**config.mk**
```make
export PLATFORM = sky130hd
export DESIGN_NAME = icache_dm
export DESIGN_NICKNAME = d
export VERILOG_FILES = /design/src/rtl/icache_dm.sv
export SDC_FILE = /design/constraint.sdc
export NUM_CORES = 2
export LEC_CHECK = 0
export BUFFER_PORTS_ARGS = -buffer_cell sky130_fd_sc_hd__buf_2
export CELL_PAD_IN_SITES_DETAIL_PLACEMENT = 1
export CELL_PAD_IN_SITES_GLOBAL_PLACEMENT = 1
export CORE_UTILIZATION = 39
export CTS_CLUSTER_SIZE = 25
export DETAILED_ROUTE_END_ITERATION = 8
export PLACE_DENSITY = 0.59
export SLEW_MARGIN = 15
export SYNTH_ARGS = -nofsm -noshare
export SYNTH_HDL_FRONTEND = slang
export SYNTH_SLANG_ARGS = --single-unit
```
**constraint.sdc**
```tcl
create_clock -name clk -period 3.6 [get_ports clk]
set_input_delay 0 -clock clk [delete_from_list [all_inputs] [get_ports clk]]
set_output_delay 0 -clock clk [all_outputs]
set_load 0.02 [all_outputs]
```
**src/rtl/icache_dm.sv**
```systemverilog
// Direct-mapped instruction cache with line refill over a strobe/ready port.
// Optional ICACHE_STATS_EN adds hit_cnt/miss_cnt counters and ports.
module icache_dm #(
    parameter int ADDR_W         = 32,
    parameter int DATA_W         = 32,
    parameter int LINES          = 16,
    parameter int WORDS_PER_LINE = 4
) (
    input  logic              clk,
    input  logic              rst,
    input  logic [ADDR_W-1:0] I_addr,
    input  logic              IM_enable,
    input  logic              flush,
    output logic [DATA_W-1:0] IM_out,
    output logic              stall,
    output logic              P_strobe,
    output logic [ADDR_W-1:0] P_addr,
    input  logic [DATA_W-1:0] P_data,
    input  logic              P_ready,
    output logic              P_rw
`ifdef ICACHE_STATS_EN
    ,
    output logic [31:0]       hit_cnt,
    output logic [31:0]       miss_cnt
`endif
);

    localparam int OFF_W = $clog2(WORDS_PER_LINE);
    localparam int IDX_W = $clog2(LINES);
    localparam int LA_W  = ADDR_W - 2 - OFF_W;
    localparam int TAG_W = LA_W - IDX_W;
    localparam logic [OFF_W-1:0] LAST_K = OFF_W'(WORDS_PER_LINE - 1);

    typedef enum logic {IDLE, REFILL} state_e;

    state_e            state_q, state_d;
    logic [OFF_W-1:0]  k_q, k_d;
    logic [LA_W-1:0]   base_q, base_d;
    logic [ADDR_W-1:0] paddr_q, paddr_d;
    logic              flushed_q, flushed_d;
    logic [LINES-1:0]  valid_q, valid_d;

    logic [TAG_W-1:0]  tag_q  [LINES];
    logic [DATA_W-1:0] data_q [LINES*WORDS_PER_LINE];

    logic [OFF_W-1:0]  a_off;
    logic [IDX_W-1:0]  a_idx;
    logic [TAG_W-1:0]  a_tag;
    logic [IDX_W-1:0]  r_idx;
    logic [TAG_W-1:0]  r_tag;
    logic [ADDR_W-1:0] refill_addr;
    logic              hit;
    logic              wr_en;
    logic [1:0]        unused_byte;

    assign a_off       = I_addr[2+:OFF_W];
    assign a_idx       = I_addr[2+OFF_W+:IDX_W];
    assign a_tag       = I_addr[ADDR_W-1-:TAG_W];
    assign unused_byte = I_addr[1:0];
    assign r_idx       = base_q[0+:IDX_W];
    assign r_tag       = base_q[LA_W-1-:TAG_W];
    assign refill_addr = {base_q, k_q, 2'b00};

    assign hit   = (state_q == IDLE) && valid_q[a_idx]
                   && (tag_q[a_idx] == a_tag);
    assign wr_en = (state_q == REFILL) && P_ready;

    assign stall    = IM_enable & ~hit;
    assign IM_out   = (IM_enable && hit) ? data_q[{a_idx, a_off}]
                                         : DATA_W'(32'h0000_0013);
    assign P_strobe = (state_q == REFILL);
    assign P_addr   = (state_q == REFILL) ? refill_addr : paddr_q;
    assign P_rw     = 1'b1;

    always_comb begin
        state_d   = state_q;
        k_d       = k_q;
        base_d    = base_q;
        paddr_d   = paddr_q;
        flushed_d = flushed_q;
        valid_d   = valid_q;
        if (flush) valid_d = '0;
        unique case (state_q)
            IDLE: begin
                if (IM_enable && !hit && !flush) begin
                    state_d   = REFILL;
                    k_d       = '0;
                    base_d    = I_addr[ADDR_W-1:2+OFF_W];
                    flushed_d = 1'b0;
                end
            end
            REFILL: begin
                paddr_d = refill_addr;
                if (flush) flushed_d = 1'b1;
                if (P_ready) begin
                    if (k_q == LAST_K) begin
                        state_d = IDLE;
                        k_d     = '0;
                        // a flush seen anywhere in the refill leaves it invalid
                        if (!flush && !flushed_q) valid_d[r_idx] = 1'b1;
                    end else begin
                        k_d = k_q + 1'b1;
                    end
                end
            end
            default: state_d = IDLE;
        endcase
    end

    always_ff @(posedge clk) begin
        if (rst) begin
            state_q   <= IDLE;
            k_q       <= '0;
            base_q    <= '0;
            paddr_q   <= '0;
            flushed_q <= 1'b0;
            valid_q   <= '0;
        end else begin
            state_q   <= state_d;
            k_q       <= k_d;
            base_q    <= base_d;
            paddr_q   <= paddr_d;
            flushed_q <= flushed_d;
            valid_q   <= valid_d;
        end
    end

    always_ff @(posedge clk) begin
        if (wr_en) begin
            data_q[{r_idx, k_q}] <= P_data;
            if (k_q == LAST_K) tag_q[r_idx] <= r_tag;
        end
    end

`ifdef ICACHE_STATS_EN
    logic [31:0] hit_cnt_q, miss_cnt_q;

    always_ff @(posedge clk) begin
        if (rst) begin
            hit_cnt_q  <= '0;
            miss_cnt_q <= '0;
        end else begin
            if (IM_enable && hit) hit_cnt_q <= hit_cnt_q + 32'd1;
            if (state_q == IDLE && state_d == REFILL)
                miss_cnt_q <= miss_cnt_q + 32'd1;
        end
    end

    assign hit_cnt  = hit_cnt_q;
    assign miss_cnt = miss_cnt_q;
`endif

endmodule

```
==> results.md <==
- CTS clk-pin slew, worst paths: 0.06 ns
- Cells after DPL: 7583
- Clk sinks: 2512
- Mapped Avg Cell Area: 23.4 um2
- Worst Path Arrival: 3.91 ns
- Final hold slack: 0.0491 ns
- Fmax: 0.256 GHz
- Number of flops mapped to enable cells by yosys: 2432
- Synth warn: 0
- Crit path launch type: register
- Yosys top cell area share: 0.754
- Metal3 WL: 19.2 mm
- Hold crit path type: in -> reg
- PortBufs: 132
- H-tree levels: 5
- Clock Latency Late Sink: 0.93 ns
- Most common cell after layout, fill and taps aside: edfxtp_1
- Cell count after synthesis: 4131
- Total grt overflow: 0
- Maximum number of pins on one net before global-route repair: 89
- Syn Nets: 4201
- Die area: 0.250 mm2
- RSZ-0062 raised after global routing: true
- Placed inst area: 0.104 mm2
- Violated checks: setup timing
- CP max FO: 32
- Final cycle utilization of the critical path: 1.09
- IO Pins: 136
- Total CTS buffers: 286
- Pre-CTS setup slack: 0.281 ns
- First-pass GRT wire length: 377 mm
- CTS Buffer Depth: 4
- Ys async rst share: 0
- Nets: 4767
- Commonest cells after routing, fill and taps aside: edfxtp_1, mux4_2, clkbuf_16
- Crit Path Category: reg -> out
- Setup violators final: 32
- Fin Setup TNS: -7.53 ns
- Die Ht: 500 um
- CTS root buffer: clkbuf_16
- Max Slew Vio Count: 0
- Drt initial violations: 4905
- Layout cells sized above 1: 0.334
- Hold Violations, Final: 0
- Initial Util: 0.393
- # rows: 182
- DR vias: 46600
- PwrDens: 547 mW/mm2
- Core area: 0.246 mm2
- Status: finished with violations
- M1 WL: 112 mm
- Antenna Nets Post-Route: 0
- Post-synth cell types: 61
- Worst Path Required: 3.60 ns
- Met2 Routed Length: 133 mm
- Min setup slack post-route: -0.309 ns
- Peak supply drop: 0.000444 V
- Drt first pass iters: 7
- Fin crit period: 3.91 ns
- Die Wd: 500 um
- Average vias per placed instance: 5.67
- Crit. End Element: output port
- Max cap viols: 0
- Drt drc: 0
- Setup Skew: 0.0478 ns
- Seq/Total Area, Yosys: 0.771
- Worst-Margin Slew: 1.15 ns
- Static Leakage: 36.3 nW
- Slew Limit Headroom: 0.230
- Final wirelength: 271 mm
- Flops & latches, synth: 2512
- Detailed Place HPWL: 149 mm
- Max layer used: met5
- GRT Overall Usage: 0.216
- Top post-synthesis cells by area: edfxtp_1, mux4_2, dfxtp_1
- WL per Instance: 33.0 um
- Placer's final routability congestion estimate: 0.750
- Vias in the first global route: 48600
- Final instance area: 0.114 mm2
- Layout overhead on the synthesized area: 18.2%
- TritonCTS clock tree: yes
- Most common flop cell mapped by yosys: edfxtp_1
- Area leader, netlist: edfxtp_1
- Synth Cell Area: 0.0968 mm2
- Initial antenna violation count: 24
- Final non-filler cell total: 8221
==> kinds of logic (layout without fill, tap and decap cells) <==
family                   Yosys count  count (layout)  synth area share
other                              1              12         0.0000387
AND/OR/NAND/NOR                  381             381            0.0216
AO/OA/AOI/OAI                     89              89           0.00654
XOR/XNOR                          18              18           0.00163
flip-flops                      2512            2512             0.771
adder cells (fa/ha/maj)            1               1          0.000129
multiplexers                     894             894             0.189
buffers and inverters            235            1002            0.0105
==> stage by stage <==
step | power, mW | utilization
3_3_place_gp | 35.6 | 0.423
6_report | 62.6 | 0.464
3_5_place_dp | 35.7 | 0.423
4_1_cts | 63.2 | 0.463
5_1_grt | 64.3 | 0.464
2_1_floorplan | 34.4 | -
==> flip-flops by register name, indices dropped and copies added (netlist names) <==
name / cells
paddr_q: 32
data_q: 2048
tag_q: 384
flushed_q: 1
valid_q: 16
base_q: 28
k_q: 2
P_strobe: 1
==> power breakdown <==
group          switching [mW]  leakage [nW]  internal [mW]
logic                    1.66          9.26           1.31
registers              0.0833          22.8           32.1
clock network            11.4          4.24           16.1
==> critical path, stage by stage (launching register included) <==
cell and delay [ns]:
edfxtp_1 0.36, mux4_2 0.48, mux4_2 0.51, xnor2_2 0.18
o2111ai_2 0.16, nor4_4 0.29, buf_4 0.22, nand3_4 0.09
buf_12 0.16, nor2b_1 0.23, buf_2 0.19
==> cell usage after synthesis, types with 31 or more instances <==
cell      number
clkbuf_1     154
nand2b_1      87
nor2b_1       78
buf_2         32
mux2_2        49
edfxtp_1    2432
nor2_1       101
mux2i_1      105
mux4_2       740
dfxtp_1       80
nand2_1       31
==> final timing paths <==
path	end	depth (start not counted)	start	slack, ns
hold reg to reg	valid_q[2]$_SDFF_PP0_	2	valid_q[2]$_SDFF_PP0_	0.48
setup / recovery	IM_out[19]	10	tag_q[6][0]$_DFFE_PP_	-0.31
setup reg to reg	base_q[4]$_SDFFE_PP0P_	12	tag_q[10][5]$_DFFE_PP_	0.09
hold / removal	data_q[61][17]$_DFFE_PP_	2	P_data[17]	0.05
==> per-layer routing <==
metal  up-vias  GRT usage
li1      18700          -
met1     25900      0.295
met2      1603      0.353
met3       380     0.0469
met4         8     0.0557
met5         -          0
==> what timing repair did <==
item,in CTS,in global routing
endpoints found under the hold margin,2133,0
hold buffers,131,0
gates cloned,0,2
endpoints found under the setup margin,33,60
setup buffers,2,7
gates resized for setup,29,25
pin swaps,3,2
==> area by class of cell <==
type | instances | area [um2]
Fill cell | 22100 | 132000
Sequential cell | 2512 | 74600
Multi-Input combinational cell | 1384 | 21900
Clock buffer | 366 | 7640
Timing Repair Buffer | 504 | 5030
Tap cell | 3312 | 4140
Clock inverter | 123 | 1030
Inverter | 9 | 36.3
Antenna cell | 11 | 27.5
Power figures use the tool's default switching activity.
